--- src/rtl/aes_pkg.sv ---
// Shared Rijndael helpers: legal state widths, ShiftRows row offsets and
// the column-major byte indexing used by every stage of the round datapath.
package aes_pkg;

    localparam int NB_MIN = 4;
    localparam int NB_MAX = 8;

    // A state width is legal when it is 4, 6 or 8 columns.
    function automatic bit nb_legal(input int nb);
        return (nb >= NB_MIN) && (nb <= NB_MAX) && ((nb % 2) == 0);
    endfunction

    // Row rotation amount; the 8-column state skips offset 2.
    function automatic int shift_offset(input int nb, input int row);
        if ((nb == 8) && (row >= 2)) begin
            return row + 1;
        end
        return row;
    endfunction

    // Byte index of (row, col) in a column-major state; col wraps modulo nb
    // so callers can pass rotated column numbers directly.
    function automatic int byte_idx(input int nb, input int row, input int col);
        return ((col % nb) * 4) + row;
    endfunction

endpackage

--- src/rtl/shift_rows_stream_if.sv ---
// Stream bundle for the ShiftRows stage: upstream beat, downstream beat and
// the buffer fill level. The producer/consumer side of the bench uses
// master, the stage itself uses slave.
interface shift_rows_stream_if #(
    parameter int NB    = 4,
    parameter int TAG_W = 4
);
    localparam int W = 32 * NB;

    logic             in_valid;
    logic             in_ready;
    logic [W-1:0]     in_data;
    logic             in_inv;
    logic [TAG_W-1:0] in_tag;

    logic             out_valid;
    logic             out_ready;
    logic [W-1:0]     out_data;
    logic [TAG_W-1:0] out_tag;

    logic [1:0]       occupancy;

    modport master (
        output in_valid, in_data, in_inv, in_tag, out_ready,
        input  in_ready, out_valid, out_data, out_tag, occupancy
    );

    modport slave (
        input  in_valid, in_data, in_inv, in_tag, out_ready,
        output in_ready, out_valid, out_data, out_tag, occupancy
    );

endinterface

--- src/rtl/rijndael_shift_perm.sv ---
// Combinational ShiftRows / InvShiftRows byte permutation. Pure wiring plus
// one 2:1 mux per byte, so it can be dropped into unrolled round builds.
module rijndael_shift_perm
    import aes_pkg::*;
#(
    parameter int NB = 4
) (
    input  logic              inv,
    input  logic [32*NB-1:0]  din,
    output logic [32*NB-1:0]  dout
);
    localparam int W = 32 * NB;

    // Refuse to elaborate for state widths Rijndael does not define.
    if (!nb_legal(NB)) begin : g_bad_nb
        $error("rijndael_shift_perm: NB must be 4, 6 or 8");
    end

    // Each output byte picks its source column rotated left (forward) or
    // right (inverse) by the row offset.
    for (genvar r = 0; r < 4; r++) begin : g_row
        for (genvar c = 0; c < NB; c++) begin : g_col
            localparam int DST     = byte_idx(NB, r, c);
            localparam int SRC_FWD = byte_idx(NB, r, c + shift_offset(NB, r));
            localparam int SRC_INV = byte_idx(NB, r, c - shift_offset(NB, r) + NB);

            assign dout[W-1-8*DST -: 8] = inv ? din[W-1-8*SRC_INV -: 8]
                                              : din[W-1-8*SRC_FWD -: 8];
        end
    end

endmodule

--- src/rtl/shift_rows_stream.sv ---
// Stream-handshaked ShiftRows stage: permutes each beat on the way in and
// parks it in a 2-entry FIFO so upstream never sees downstream stalls
// combinationally.
module shift_rows_stream
    import aes_pkg::*;
#(
    parameter int NB    = 4,
    parameter int TAG_W = 4
) (
    input  logic              clk,
    input  logic              rst,
    shift_rows_stream_if.slave bus
);
    localparam int W = 32 * NB;

    logic [W-1:0]     perm_data;

    logic [W-1:0]     data_q [2];
    logic [W-1:0]     data_d [2];
    logic [TAG_W-1:0] tag_q  [2];
    logic [TAG_W-1:0] tag_d  [2];
    logic             wr_ptr_q, wr_ptr_d;
    logic             rd_ptr_q, rd_ptr_d;
    logic [1:0]       count_q, count_d;
    logic             in_ready_q, in_ready_d;
    logic             accept;
    logic             emit;

    rijndael_shift_perm #(
        .NB (NB)
    ) u_perm (
        .inv  (bus.in_inv),
        .din  (bus.in_data),
        .dout (perm_data)
    );

    // FIFO bookkeeping: write the permuted beat on accept, advance the head
    // on emit, and precompute next-cycle readiness from the next count.
    always_comb begin
        accept     = bus.in_valid && in_ready_q;
        emit       = (count_q != 2'd0) && bus.out_ready;
        data_d     = data_q;
        tag_d      = tag_q;
        wr_ptr_d   = wr_ptr_q;
        rd_ptr_d   = rd_ptr_q;
        count_d    = count_q;

        if (accept) begin
            data_d[wr_ptr_q] = perm_data;
            tag_d[wr_ptr_q]  = bus.in_tag;
            wr_ptr_d         = ~wr_ptr_q;
        end

        if (emit) begin
            rd_ptr_d = ~rd_ptr_q;
        end

        case ({accept, emit})
            2'b10:   count_d = count_q + 2'd1;
            2'b01:   count_d = count_q - 2'd1;
            default: count_d = count_q;
        endcase

        in_ready_d = (count_d < 2'd2);
    end

    // State registers; reset empties the buffer and holds in_ready low.
    always_ff @(posedge clk or posedge rst) begin
        if (rst) begin
            data_q[0]  <= '0;
            data_q[1]  <= '0;
            tag_q[0]   <= '0;
            tag_q[1]   <= '0;
            wr_ptr_q   <= 1'b0;
            rd_ptr_q   <= 1'b0;
            count_q    <= 2'd0;
            in_ready_q <= 1'b0;
        end else begin
            data_q[0]  <= data_d[0];
            data_q[1]  <= data_d[1];
            tag_q[0]   <= tag_d[0];
            tag_q[1]   <= tag_d[1];
            wr_ptr_q   <= wr_ptr_d;
            rd_ptr_q   <= rd_ptr_d;
            count_q    <= count_d;
            in_ready_q <= in_ready_d;
        end
    end

    assign bus.in_ready  = in_ready_q;
    assign bus.out_valid = (count_q != 2'd0);
    assign bus.out_data  = data_q[rd_ptr_q];
    assign bus.out_tag   = tag_q[rd_ptr_q];
    assign bus.occupancy = count_q;

endmodule

--- src/flat_wrapper.sv ---
// flat-port wrapper written by rule: the top's interface ports become plain ports
module shift_rows_stream_flat import aes_pkg::*;
#(
    parameter int NB    = 4,
    parameter int TAG_W = 4
)
  (clk, rst, bus_in_valid, bus_in_data, bus_in_inv, bus_in_tag, bus_out_ready, bus_in_ready, bus_out_valid, bus_out_data, bus_out_tag, bus_occupancy);
  shift_rows_stream_if #(.NB(NB), .TAG_W(TAG_W)) bus_i ();
  input  logic clk;
  input  logic rst;
  input wire logic [$bits(bus_i.in_valid)-1:0] bus_in_valid;
  input wire logic [$bits(bus_i.in_data)-1:0] bus_in_data;
  input wire logic [$bits(bus_i.in_inv)-1:0] bus_in_inv;
  input wire logic [$bits(bus_i.in_tag)-1:0] bus_in_tag;
  input wire logic [$bits(bus_i.out_ready)-1:0] bus_out_ready;
  output wire logic [$bits(bus_i.in_ready)-1:0] bus_in_ready;
  output wire logic [$bits(bus_i.out_valid)-1:0] bus_out_valid;
  output wire logic [$bits(bus_i.out_data)-1:0] bus_out_data;
  output wire logic [$bits(bus_i.out_tag)-1:0] bus_out_tag;
  output wire logic [$bits(bus_i.occupancy)-1:0] bus_occupancy;
  assign bus_i.in_valid = bus_in_valid;
  assign bus_i.in_data = bus_in_data;
  assign bus_i.in_inv = bus_in_inv;
  assign bus_i.in_tag = bus_in_tag;
  assign bus_i.out_ready = bus_out_ready;
  assign bus_in_ready = bus_i.in_ready;
  assign bus_out_valid = bus_i.out_valid;
  assign bus_out_data = bus_i.out_data;
  assign bus_out_tag = bus_i.out_tag;
  assign bus_occupancy = bus_i.occupancy;
  shift_rows_stream #(.NB(NB), .TAG_W(TAG_W)) u_core (.clk(clk), .rst(rst), .bus(bus_i));
endmodule
--- config.mk ---
export PLATFORM = sky130hd
export DESIGN_NAME = shift_rows_stream_flat
export DESIGN_NICKNAME = d
export VERILOG_FILES = /design/src/rtl/aes_pkg.sv /design/src/rtl/shift_rows_stream_if.sv /design/src/rtl/rijndael_shift_perm.sv /design/src/rtl/shift_rows_stream.sv /design/src/flat_wrapper.sv
export SDC_FILE = /design/constraint.sdc
export NUM_CORES = 1
export LEC_CHECK = 0
export CELL_PAD_IN_SITES_DETAIL_PLACEMENT = 0
export CELL_PAD_IN_SITES_GLOBAL_PLACEMENT = 1
export CORE_MARGIN = 2
export CORE_UTILIZATION = 30
export DETAILED_ROUTE_END_ITERATION = 8
export PLACE_DENSITY = 0.74
export SYNTH_ARGS = -nofsm -noshare
export SYNTH_HDL_FRONTEND = slang
export SYNTH_SLANG_ARGS = --single-unit
--- constraint.sdc ---
create_clock -name clk -period 8.4 [get_ports clk]
set_input_delay 1.26 -clock clk [delete_from_list [all_inputs] [get_ports clk]]
set_output_delay 1.26 -clock clk [all_outputs]
set_load 0.01 [all_outputs]
==> run_results.csv <==
group,metric,value,unit
synth,synth.area.top_cells,"dfrtp_1, mux2_2, mux2_1, mux2i_1, mux2_4",
placement,io_buffers,272,
sta,report.final.slew_viol_count,0,
pwr,combPwrFrac,0.433,
drt,routed_wl,29.8,mm
drt,wl_per_cell,17.2,µm
synth,synth_area,12100,µm²
pwr,swShare,0.313,
pwr,switching_power,2.10,mW
grt,grt_pass1_wl,46.7,mm
cts,h-tree-depth,2,
finish,syn_to_final_growth,35.1,%
grt,grt_overflow_total,0,
synth,synth_xor_area_frac,0.00362,
cts,cts_setup_buffers,0,
grt,antenna_found_initial,0,
setup_path,worstSetupStartpointType,"register",
pwr,power,6.70,mW
setup_path,cpMaxStageDelayCell,"dfrtp_4",
synth,synth_top_family_by_area,"multiplexers",
sta,max_freq,0.209,GHz
cts,cts_hold_buf,0,
worst_hold_path,min_path_type,"register to register",
synth,syn_area_per_cell,12.9,µm²
placement,gp_congestion,0.780,
synth,yosys.area_share.adder,0.00103,
synth,synth-simple-area-share,0.0444,
grt,grt_pass1_vias,8337,
sta,min_period,4.78,ns
pwr,clockPowerShare,0.216,
cts,clk_pin_slew_worst_paths,0.05,ns
outcome,status,"finished, final reports clean",
cts,clockBufferDepth,3,
cts,cts-resized-gates,0,
cts,clkSinkCount,269,
synth,muxShareOfSynthArea,0.313,
synth,synth_compound_gate_area_share,0.0529,
drt,vias,7932,
finish,final_cells,1736,
pwr,power_density,410,nW/µm²
finish,drive_above_1_share,0.225,
placement,hpwl,19.3,mm
pwr,p_int,4.60,mW
cts,cts_tree,"done",
finish,nets,1326,
sta,timing.final.crit_share,0.569,
cts,root_buffer,"clkbuf_16",
sta,finalHoldViolCount,0,
floorplan,core-area,39800,µm²
floorplan,initial_core_util,0.304,
setup_path,crit_required,7.14,ns
grt,grtUsageTotal,0.142,
cts,numCtsBuffers,34,
sta,setup_viol,0,
sta,rsz0062_at_grt,"false",
sta,slew_headroom,0.303,
floorplan,rows,73,
synth,ys_types,21,
setup_path,crit_arrival,3.52,ns
synth,ys_seq_elements,269,
synth,yosys.area.top_type,"dfrtp_1",
synth,syn-num-nets,1074,
setup_path,worstRegToRegCells,3,
synth,async_flop_share,1.00,
synth,synth_cells,936,
drt,antenna_left,0,
pwr,peakVddDrop,0.000202,V
job,max_cap_violations,0,
sta,tightest_slew,1.05,ns
finish,antenna_cells,0,
placement,dpl.cell_count,1677,
pwr,p_seq_frac,0.352,
setup_path,max_stage_delay,1.10,ns
sta,fin_tns_setup,0,ns
setup_path,path_class,"register to output port",
synth,synth_edf_count,0,
setup_path,path_cells,"buf_4, mux2_2, clkdlybuf4s50_1",
synth,synth_flop_cell,"dfrtp_1",
synth,post-synth-top-count-cell,"dfrtp_1",
synth,synth.top_cells.by_count,"dfrtp_1, mux2_2, nand2_1",
drt,first_pass_iters,6,
pwr,power_leakage,7.18,nW
cts,clock_latency,0.53,ns
floorplan,dieWidth,205,µm
drt,drc,0,
sta,worst_clock_skew,0.0132,ns
worst_hold_path,holdPathStages,2,
drt,avgViaCountPerCell,4.57,
grt,grt_max_degree,183,
synth,ys_seq_area_frac,0.556,
synth,yosysTopAreaCellShare,0.556,
floorplan,fp.dieH,205,µm
setup_path,worstPathMaxFanout,68,
setup_path,crit_path_end_kind,"output port",
floorplan,design.die.area,42000,µm²
drt,drtIter0Drc,326,
floorplan,io_pins,273,
synth,ys.warnings.count,0,
[layout make-up]
| cell class | instances | area [µm²] |
|---|---|---|
| Inverter | 1 | 7.51 |
| Sequential cell | 269 | 6740 |
| Tap cell | 525 | 657 |
| Clock buffer | 52 | 1030 |
| Multi-Input combinational cell | 602 | 5040 |
| Clock inverter | 7 | 85.1 |
| Fill cell | 3793 | 23500 |
| Timing Repair Buffer | 280 | 2810 |
[routing by layer]
metal | share of wire | vias up | track usage
li1 | - | 3781 | -
met1 | 0.45 | 3886 | 0.189
met2 | 0.45 | 218 | 0.217
met3 | 0.073 | 47 | 0.0409
met4 | 0.028 | 0 | 0.0591
met5 | 0 | - | 0
[kinds of logic (layout without fill, tap and decap cells)]
logic type,Yosys count,count (layout)
AO/OA/AOI/OAI,128,128
XOR/XNOR,5,5
adder cells (fa/ha/maj),1,1
buffers and inverters,65,340
flip-flops,269,269
multiplexers,332,332
AND/OR/NAND/NOR,136,136
[path summary, 6_finish.rpt]
| kind | startpoint | end | slack, ns |
|---|---|---|---|
| max | u_core.rd_ptr_q$_DFFE_PP0P_ | bus_out_data[115] | 3.62 |
| min | u_core.data_q[162]$_DFFE_PP0P_ | u_core.data_q[162]$_DFFE_PP0P_ | 0.47 |
| max reg2reg | u_core.wr_ptr_q$_DFFE_PP0N_ | u_core.data_q[186]$_DFFE_PP0P_ | 5.96 |
| min reg2reg | u_core.data_q[162]$_DFFE_PP0P_ | u_core.data_q[162]$_DFFE_PP0P_ | 0.47 |
| max in group asynchronous | rst | u_core.rd_ptr_q$_DFFE_PP0P_ | 5.72 |
| min in group asynchronous | rst | u_core.data_q[204]$_DFFE_PP0P_ | 1.34 |
[placed cells by master, fill, tap and decap left out]
cell type,n
clkdlybuf4s50_1,271
dfrtp_1,268
mux2_2,173
nand2_1,131
o21ai_0,94
mux2i_1,64
mux2_1,59
clkbuf_16,37
mux2_4,36
o21ai_1,34
clkbuf_1,10
buf_4,7
clkbuf_8,5
clkinv_2,5
xnor2_1,3
xor2_1,2
bufinv_16,2
buf_12,2
nand3b_4,1
nand3_4,1
or2_2,1
and2_1,1
nor2_1,1
clkinvlp_4,1
ha_1,1
dfrtp_4,1
[critical path: cells and delay by family, from the launching register on]
kind	cells	cell delay, ns
mux	1	0.42
buf+inv	2	1.35
flops	1	1.10
[power groups by stage]
stage               Sequential (mW)  Combinational [mW]  Clock (mW)
CTS                            2.36                2.95        1.50
finish                         2.36                2.90        1.45
detailed placement             2.38                2.93           0
floorplan                      2.17                1.77           0
global placement               2.37                2.89           0
global route                   2.44                3.15        1.55
[flip-flops by register name, summed over array words and instances, names as in the netlist, named ones only]
signal	flops
u_core.rd_ptr_q	1
u_core.bus.in_ready	1
u_core.data_q	256
u_core.bus.occupancy	1
u_core.wr_ptr_q	1
u_core.tag_q	8
[per-stage QoR]
step / worst slack [ns] / hold WS, ns / area [µm²] / util
global route: 3.41 / 0.496 / 16400 / 0.411
detailed placement: 4.14 / 0.465 / 15200 / 0.383
CTS: 3.55 / 0.478 / 16400 / 0.411
finish: 3.62 / 0.472 / 16400 / 0.411
global placement: 4.15 / 0.455 / 15200 / 0.383
floorplan: 3.59 / 0.444 / 12100 / -
(Power assumes the default switching activity.)
